[src/rtl/viterbi_decode_ctrl.sv]
// Rate-1/2, 4-state Viterbi decoder: ACS per symbol, decision RAM, traceback.
// Define VITERBI_TAIL_ZERO_EN to start traceback at state 0 (zero-tailed frames).

module viterbi_acs_unit #(
  parameter int PM_WIDTH = 6,
  parameter int STATE    = 0
) (
  input  logic [1:0]          sym,
  input  logic [PM_WIDTH-1:0] pm_even,
  input  logic [PM_WIDTH-1:0] pm_odd,
  output logic [PM_WIDTH-1:0] pm_new,
  output logic                dec
);
  // The odd-predecessor code is always the complement of the even one.
  localparam logic [1:0] CODE_EVEN = (STATE == 0) ? 2'b00 :
                                     (STATE == 1) ? 2'b10 :
                                     (STATE == 2) ? 2'b11 : 2'b01;
  localparam logic [1:0] CODE_ODD  = ~CODE_EVEN;

  logic [1:0]          diff_e, diff_o;
  logic [PM_WIDTH:0]   sum_e, sum_o;
  logic [PM_WIDTH-1:0] cand_e, cand_o;

  assign diff_e = sym ^ CODE_EVEN;
  assign diff_o = sym ^ CODE_ODD;
  assign sum_e  = {1'b0, pm_even} + (PM_WIDTH+1)'(diff_e[0]) + (PM_WIDTH+1)'(diff_e[1]);
  assign sum_o  = {1'b0, pm_odd}  + (PM_WIDTH+1)'(diff_o[0]) + (PM_WIDTH+1)'(diff_o[1]);
  assign cand_e = sum_e[PM_WIDTH] ? '1 : sum_e[PM_WIDTH-1:0];
  assign cand_o = sum_o[PM_WIDTH] ? '1 : sum_o[PM_WIDTH-1:0];
  assign dec    = cand_o < cand_e;
  assign pm_new = dec ? cand_o : cand_e;
endmodule

module viterbi_decode_ctrl #(
  parameter int FRAME_LEN = 16,
  parameter int PM_WIDTH  = 6
) (
  input  logic                 clk,
  input  logic                 rst,
  input  logic                 st,
  input  logic [1:0]           data_in,
  input  logic                 in_valid,
  output logic                 in_ready,
  output logic [FRAME_LEN-1:0] dec_frame,
  output logic [PM_WIDTH-1:0]  pm_min,
  output logic                 busy,
  output logic                 done
);
  localparam int CW = $clog2(FRAME_LEN);
  localparam logic [PM_WIDTH-1:0] PM_MAX = '1;

  typedef enum logic [1:0] {IDLE, ACS, TRACE, DONE} state_t;

  state_t                         state, state_nxt;
  logic [3:0][PM_WIDTH-1:0]       pm, pm_acs;
  logic [3:0]                     dec_step;
  logic [FRAME_LEN-1:0][3:0]      dec_mem;
  logic [CW-1:0]                  cnt;
  logic                           walk;
  logic [1:0]                     cur, start_st;
  logic [FRAME_LEN-1:0]           dec_shift;
  logic [PM_WIDTH-1:0]            pm_sel;
  logic                           last;

  for (genvar g = 0; g < 4; g++) begin : g_acs
    viterbi_acs_unit #(.PM_WIDTH(PM_WIDTH), .STATE(g)) u_acs (
      .sym     (data_in),
      .pm_even (pm[(g%2)*2]),
      .pm_odd  (pm[(g%2)*2+1]),
      .pm_new  (pm_acs[g]),
      .dec     (dec_step[g])
    );
  end

  assign last = (cnt == CW'(FRAME_LEN-1));

  always_comb begin
    start_st = 2'd0;
`ifndef VITERBI_TAIL_ZERO_EN
    for (int i = 1; i < 4; i++)
      if (pm[i] < pm[start_st]) start_st = 2'(i);
`endif
  end

  always_ff @(posedge clk or posedge rst) begin
    if (rst) state <= IDLE;
    else     state <= state_nxt;
  end

  always_comb begin
    state_nxt = state;
    in_ready  = 1'b0;
    busy      = 1'b1;
    done      = 1'b0;
    case (state)
      IDLE: begin
        busy = 1'b0;
        if (st) state_nxt = ACS;
      end
      ACS: begin
        in_ready = 1'b1;
        if (in_valid && last) state_nxt = TRACE;
      end
      TRACE: if (walk && cnt == '0) state_nxt = DONE;
      DONE: begin
        done      = 1'b1;
        state_nxt = IDLE;
      end
      default: state_nxt = IDLE;
    endcase
  end

  always_ff @(posedge clk or posedge rst) begin
    if (rst) begin
      pm        <= '0;
      dec_mem   <= '0;
      cnt       <= '0;
      walk      <= 1'b0;
      cur       <= '0;
      dec_shift <= '0;
      pm_sel    <= '0;
      dec_frame <= '0;
      pm_min    <= '0;
    end else begin
      case (state)
        IDLE: if (st) begin
          pm   <= {PM_MAX, PM_MAX, PM_MAX, {PM_WIDTH{1'b0}}};
          cnt  <= '0;
          walk <= 1'b0;
        end
        ACS: if (in_valid) begin
          pm           <= pm_acs;
          dec_mem[cnt] <= dec_step;
          if (!last) cnt <= cnt + 1'b1;
        end
        TRACE: begin
          // First cycle picks the survivor; the rest walk back one step each.
          if (!walk) begin
            cur    <= start_st;
            pm_sel <= pm[start_st];
            walk   <= 1'b1;
          end else begin
            dec_shift[cnt] <= cur[1];
            cur            <= {cur[0], dec_mem[cnt][cur]};
            if (cnt != '0) cnt <= cnt - 1'b1;
            else begin
              dec_frame <= {dec_shift[FRAME_LEN-1:1], cur[1]};
              pm_min    <= pm_sel;
            end
          end
        end
        DONE: walk <= 1'b0;
        default: ;
      endcase
    end
  end
endmodule
[config.mk]
export PLATFORM = sky130hd
export DESIGN_NAME = viterbi_decode_ctrl
export DESIGN_NICKNAME = d
export VERILOG_FILES = /design/src/rtl/viterbi_decode_ctrl.sv
export SDC_FILE = /design/constraint.sdc
export NUM_CORES = 1
export LEC_CHECK = 0
export ABC_AREA = 1
export BUFFER_PORTS_ARGS = -buffer_cell sky130_fd_sc_hd__buf_2
export CAP_MARGIN = 20
export CELL_PAD_IN_SITES_DETAIL_PLACEMENT = 1
export CELL_PAD_IN_SITES_GLOBAL_PLACEMENT = 1
export CORE_MARGIN = 8
export CORE_UTILIZATION = 43
export CTS_BUF_LIST = sky130_fd_sc_hd__clkbuf_2
export DETAILED_ROUTE_END_ITERATION = 10
export PLACE_DENSITY = 0.77
export SYNTH_ARGS = -nofsm -noshare
export SYNTH_HDL_FRONTEND = slang
export SYNTH_SLANG_ARGS = --single-unit
[constraint.sdc]
create_clock -name clk -period 11.07 [get_ports clk]
set_clock_uncertainty 0.05 [all_clocks]
set_input_delay 2.214 -clock clk [delete_from_list [all_inputs] [get_ports clk]]
set_output_delay 2.214 -clock clk [all_outputs]
set_load 0.05 [all_outputs]
After elaboration in Yosys (flattened, before gate mapping)
Cells that the tools add are included.
{"block": "word_totals", "inputBits": 6, "reg_bits": 141, "out_inout_bits": 25, "word_cells": 142}
{"block": "op_classes", "reduce_logical": 17, "magnitude_cmp": 13, "add_sub_neg": 18, "bitwise": 5, "eq_ne": 11, "muxes": 50}
{"op": "6-bit two-way mux", "count": 15}
{"op": "64-bit bitwise mux", "count": 1}
{"op": "6-bit by 1-bit adder with 7-bit output", "count": 8}
{"op": "7-bit by 1-bit adder with 7-bit output", "count": 8}
{"op": "24-bit two-way mux", "count": 2}
{"op": "24-bit case mux with 2 select lines", "count": 1}
{"op": "6-bit less-than comparator", "count": 7}
{"op": "6-bit binary-select mux with 2-bit select", "count": 3}
{"op": "4-bit two-way mux", "count": 7}
{"op": "4-bit binary-select mux with 4-bit select", "count": 1}
{"op": "16-bit bitwise mux", "count": 1}
{"op": "4-bit demux with 4-bit select", "count": 1}
{"op": "2-bit != test, second input constant", "count": 7}
{"op": "2-bit by 3-bit less-than comparator with 1-bit output, second input constant", "count": 4}
{"op": "2-bit two-way mux", "count": 6}
{"op": "4-bit case mux with 3 select lines", "count": 1}
{"op": "3-bit AND reduction", "count": 3}
{"op": "2-bit case mux with 4 select lines", "count": 1}
{"op": "2-bit AND reduction", "count": 4}
{"op": "1-bit two-way mux", "count": 7}
{"op": "6-bit AND reduction", "count": 1}
{"op": "3-bit nonzero test", "count": 2}
{"op": "4-bit by 5-bit less-than comparator with 1-bit output, second input constant", "count": 1}
{"op": "4-bit by 1-bit adder with 4-bit output, second input constant", "count": 1}
{"op": "other kinds (15)", "count": 21}

Logic depth before layout (Yosys ltp)
{"block": "depth", "depth_word": 12, "mapped_depth": 28, "depth_no_buf": 27}

By module
From an unflattened synthesis, not the netlist that was laid out.
{"block": "unflattened", "cells_unflattened": 1098, "hier_area_um2": 8797.2}
{"mod": "viterbi_decode_ctrl", "cells_per_inst": 725, "seq_area_each_um2": 3503.4, "instances": 1, "area_per_inst_um2": 6632.6}
{"mod": "viterbi_acs_unit (g_acs[1].u_acs)", "cells_per_inst": 94, "seq_area_each_um2": 0.0, "instances": 1, "area_per_inst_um2": 559.3}
{"mod": "viterbi_acs_unit (g_acs[3].u_acs)", "cells_per_inst": 94, "seq_area_each_um2": 0.0, "instances": 1, "area_per_inst_um2": 543.0}
{"mod": "viterbi_acs_unit (g_acs[0].u_acs)", "cells_per_inst": 90, "seq_area_each_um2": 0.0, "instances": 1, "area_per_inst_um2": 534.3}
{"mod": "viterbi_acs_unit (g_acs[2].u_acs)", "cells_per_inst": 95, "seq_area_each_um2": 0.0, "instances": 1, "area_per_inst_um2": 528.0}

Worst setup path after synthesis
Ideal clock, no wire load.
{"block": "synth_timing", "path_kind": "input to register", "startpoint": "input port data_in[1]", "endpoint": "register pm[5] (netlist bit)", "path_buffers": 1, "arrival_time_ps": 4684, "required_ps": 10889, "setup_time_ps": 131, "slack_ps": 6205, "path_stages": 18, "path_cell_list": "inv_1 -> fa_1 -> inv_1 -> ha_1 -> inv_1 -> nor2_1 -> inv_1 -> nand2_1 -> inv_1 -> a31oi_1 -> a31oi_1 -> ha_1 -> a21oi_1 -> o21a_1 -> nand2_1 -> buf_2 -> o21ai_0 -> o21ai_0"}
{"block": "synth_between", "elab_chain_len": 7, "word_cells_on_any_way": 9, "classes_between": "add/sub (2); order compare (1); mux (5); bitwise (1)"}
{"item": "start: declaration", "line_no": "41", "source": "input logic [1:0] data_in,"}
{"item": "2-bit inverter (no line)"}
{"item": "7-bit by 1-bit adder with 7-bit output", "line_no": "27", "source": "assign sum_o = {1'b0, pm_odd} + (PM_WIDTH+1)'(diff_o[0]) + (PM_WIDTH+1)'(diff_o[1]);"}
{"item": "6-bit two-way mux", "line_no": "29", "source": "assign cand_o = sum_o[PM_WIDTH] ? '1 : sum_o[PM_WIDTH-1:0];"}
{"item": "6-bit less-than comparator", "line_no": "30", "source": "assign dec = cand_o < cand_e;"}
{"item": "6-bit two-way mux (*)", "line_no": "31", "source": "assign pm_new = dec ? cand_o : cand_e;"}
{"item": "24-bit two-way mux (*)", "line_no": "131", "source": "ACS: if (in_valid) begin"}
{"item": "24-bit case mux with 2 select lines (*)", "line_no": "125", "source": "case (state)"}
{"item": "end signal: assignment", "line_no": "127", "source": "pm <= {PM_MAX, PM_MAX, PM_MAX, {PM_WIDTH{1'b0}}};"}
{"item": "end signal: assignment", "line_no": "132", "source": "pm <= pm_acs;"}
{"item": "end: declaration", "line_no": "55", "source": "logic [3:0][PM_WIDTH-1:0] pm, pm_acs;"}
Every way passes the cells marked *; elsewhere a longest branch is shown, timed or not. The select of a mux whose other input is x is not followed.
A chain may end at the register's enable or synchronous reset.

Worst setup path after layout
{"block": "layout_timing", "startpoint": "input port data_in[1]", "endpoint": "register pm[15] (netlist bit)"}
{"block": "layout_between", "elab_chain_len": 7, "word_cells_on_any_way": 9, "classes_between": "add/sub (2); order compare (1); mux (5); bitwise (1)"}
{"item": "2-bit inverter (no line)"}
{"item": "7-bit by 1-bit adder with 7-bit output", "line_no": "26", "source": "assign sum_e = {1'b0, pm_even} + (PM_WIDTH+1)'(diff_e[0]) + (PM_WIDTH+1)'(diff_e[1]);"}
{"item": "6-bit two-way mux", "line_no": "28", "source": "assign cand_e = sum_e[PM_WIDTH] ? '1 : sum_e[PM_WIDTH-1:0];"}
{"item": "6-bit less-than comparator", "line_no": "30"}
{"item": "6-bit two-way mux (*)", "line_no": "31"}
{"item": "24-bit two-way mux (*)", "line_no": "131"}
{"item": "24-bit case mux with 2 select lines (*)", "line_no": "125"}
Marks and branches as above.

==> metrics.md <==
| Metric | Value |
|---|---|
| Post-CTS setup buffer count | `0` |
| Hold Path Depth | `2` |
| Slew headroom | `0.344` |
| Vias per std cell | `about 5.5` |
| Hold_sp | `dec_mem[26]` |
| Synth top area share | `0.421` |
| Unrepaired setup endpoints after global routing | `false` |
| Post-CTS Hold Buffers | `0` |
| Max-cap check violation count | `0` |
| CTS Root Cell | `clkbuf_2` |
| Pre-antenna DRT Iters | `4` |
| CP max stage cell | `nand2_1` |
| Seq/Total Area, Yosys | `0.421` |
| Core Region | `slightly below 20000 µm²` |
| Asr flop ratio synth | `1.00` |
| I/O pins | `31` |
| Synth area leader | `dfrtp_1` |
| Final setup fails | `0` |
| Dpl cell area | `8720 µm²` |
| Routed length on met2 | `11.5 mm` |
| Final worst-path cycle share | `0.468` |
| Rows | `51` |
| Final Hold Viols | `0` |
| Number of synthesized register bits | `140` |
| EDFF count, synth | `0` |
| Crit path max-delay family | `simple AND/OR/NAND/NOR gates` |
| Die height | `155 µm` |
| Antenna diode count | `0` |
| Critical Path Stages | `19` |
| Timing-limited maximum frequency | `193 MHz` |
| Top_reg_cell synth | `dfrtp_1` |
| Drt wl/cell | `between 15 and 20 µm` |
| Max Used Layer | `met4` |
| Worst hold slack | `0.467 ns` |
| Cells after Synth | `1015` |
| Synthesized Nets | `1081` |
| Setup Crit Path Kind | `in -> reg` |
| Max-slew violations | `0` |
| Startpoint types | `input port` |
| Number of global-route vias before repair | `between 7000 and 8000` |
| Clock Path Buffers | `2` |
| YS warnings | `0` |
| Crit path top cell by count | `inv_1` |
| Netlist Area Pre-Place | `roughly 8300 µm²` |
| Maximum fanout along the worst path | `21` |
| Fin area | `between 8000 and 9000 µm²` |
| CP endpoint kind | `flip-flop` |
| Synth area leaders | `dfrtp_1, nand2_1, o21ai_0` |
| Htree depth | `4` |
| DR DRC count | `0` |
| M1 WL | `10.4 mm` |
| Synth cell types | `between 40 and 50` |
| Post-CTS Resized | `0` |
| TritonCTS buffer count | `17` |
| # clock sinks | `140` |
| Worst Tran Pin Value | `slightly below 1 ns` |
| Die width | `155 µm` |
| Crit-path cells | `buf_2 -> inv_1 -> fa_1 -> ha_1 -> nand2_1 -> nor2_1 -> inv_1 -> nor2_2 -> inv_1 -> o21ai_0 -> inv_1 -> ha_1 -> nand2_1 -> nor2_1 -> o21ai_0 -> nand2_1 -> inv_1 -> or2_2 -> a32oi_1` |
| Synthesized area per cell | `around 8 µm²` |
| CP arrival | `between 5 and 6 ns` |
| Initial Util | `0.434` |
| Routed Antenna Nets | `0` |
| CTS tree | `done` |
| Setup TNS | `0 ns` |
| Status | `complete, no violations` |
| Synth-to-Final Area Change | `7.57%` |
| Clock Pin Slew Worst Setup and Hold Paths | `between 0.2 and 0.25 ns` |
| Delay of the slowest cell on the worst path | `0.53 ns` |
| Initial antenna violation count | `0` |
| Port Buffers | `30` |
| Nets | `1103` |
| Global-route wire length before repair | `just under 40 mm` |
| Most common cell after layout, fill and taps aside | `nand2_1` |
| Routed wire length | `23.0 mm` |
| Worst R2R Start | `pm[2]` |
| Fraction of layout cells with a size suffix above 1 | `0.112` |
| Final WS setup | `5.88 ns` |
| Worst path required time | `11.66 ns` |
| Dpl ws | `just over 5 ns` |
| Total gr overflow | `0` |
| Final min period | `about 5.2 ns` |
| Met3 Wirelength | `716 µm` |
| CP bufs+invs | `6` |
| Worst-skew pair later-pin latency | `0.73 ns` |
| Initial DRC count | `336` |
| Hpwl dp | `16.9 mm` |
| R2R Setup Slk | `6.08 ns` |
| R2r endpoint | `pm_sel[4]` |
| DIE AREA | `24100 µm²` |
| GP Congestion | `between 0.8 and 0.9` |
| Gr usage total | `0.204` |
| Most frequent cells in the layout | `nand2_1, dfrtp_1, o21ai_0, inv_1, nor2_1` |
| R2r worst-path depth | `26` |
| Worst hold-check path type | `reg -> reg` |
| Worst hold endpoint | `dec_mem[26]` |
| Via count | `7210` |
| Largest net degree at the start of global routing | `84` |
-- worst max path at each step --
stage                     from      to  slack (ns)
finish              data_in[1]  pm[15]        5.88
global route        data_in[1]  pm[15]        5.54
CTS                 data_in[1]  pm[15]        5.94
detailed placement  data_in[1]  pm[15]        5.15
global placement    data_in[1]  pm[15]        5.25
floorplan                  rst  cnt[0]        5.05
-- stage by stage --
step,instances,util
6_report,1315,0.466
5_1_grt,1315,0.466
4_1_cts,1315,0.466
3_5_place_dp,1283,0.454
3_3_place_gp,1283,0.454
2_1_floorplan,1015,-
-- worst register-to-register path, cell delays in order, from the launching register on --
cell and delay, ns:
dfrtp_1 0.56, inv_1 0.16, ha_1 0.30, nand2_1 0.05, nor2_1 0.11, nand2_2 0.09
nand2_4 0.11, clkinv_1 0.21, o21ai_0 0.35, ha_1 0.31, a21oi_1 0.13, nor2_1 0.06
a211oi_1 0.36, nand2_4 0.16, clkinv_1 0.17, nand2_1 0.10, o21ai_0 0.10, inv_1 0.07
ha_1 0.29, a21oi_1 0.14, nor2_1 0.06, a211oi_1 0.32, nand2_4 0.19, nand2_2 0.20
nand3_1 0.09, nand2_1 0.07, a21oi_1 0.05
-- synthesized netlist by cell type (2+ instances only) --
cell / count
a211oi_1: 2
a21oi_1: 42
a22o_1: 4
a22oi_1: 27
a31oi_1: 7
a32oi_1: 8
buf_1: 4
buf_2: 7
clkbuf_1: 21
clkinv_1: 4
dfrtp_1: 140
fa_1: 9
ha_1: 51
inv_1: 96
inv_2: 6
mux2_2: 21
nand2_1: 216
nand2_2: 6
nand2_4: 4
nand3_1: 63
nand3_2: 2
nor2_1: 78
nor2_2: 2
nor3_1: 5
nor4_1: 2
o2111ai_1: 4
o211ai_1: 5
o21a_1: 7
o21ai_0: 132
o21ai_1: 3
o21bai_1: 2
o22ai_1: 9
o31ai_1: 2
or2_1: 2
or2_2: 5
xnor2_1: 4
xor2_1: 2
-- final cells by class --
type / instances / area, µm²
fill: 2344 / 10200
multi-input combinational: 736 / 4290
sequential: 140 / 3500
inverter: 106 / 403
tap: 265 / 332
timing repair buffer: 36 / 195
clock inverter: 15 / 154
clock buffer: 17 / 85.1
-- kinds of logic (layout without fill, tap and decap cells) --
group | after synthesis | count (layout) | share of synthesized area
multiplexers | 21 | 21 | 0.0284
flip-flops | 140 | 140 | 0.421
adder cells (fa/ha/maj) | 60 | 60 | 0.0983
XOR/XNOR | 6 | 6 | 0.00631
buffers and inverters | 139 | 174 | 0.0646
AO/OA/AOI/OAI | 264 | 264 | 0.188
AND/OR/NAND/NOR | 385 | 385 | 0.194
-- flip-flops by register name (all words and copies together), names as in the netlist --
register   count
dec_shift     15
pm_min         6
state          2
pm            24
pm_sel         6
cnt            4
dec_mem       64
walk           1
dec_frame     16
cur            2
-- metal layers --
layer | vias to the layer above | track usage
met4 | 0 | 0.0555
met1 | 3604 | 0.252
met3 | 28 | 0.0350
li1 | 3490 | -
met2 | 88 | 0.358
met5 | - | 0
Power is left out: the tool's default activity adds up to more than one toggle a clock period on the data nets, which glitch-free logic cannot reach.
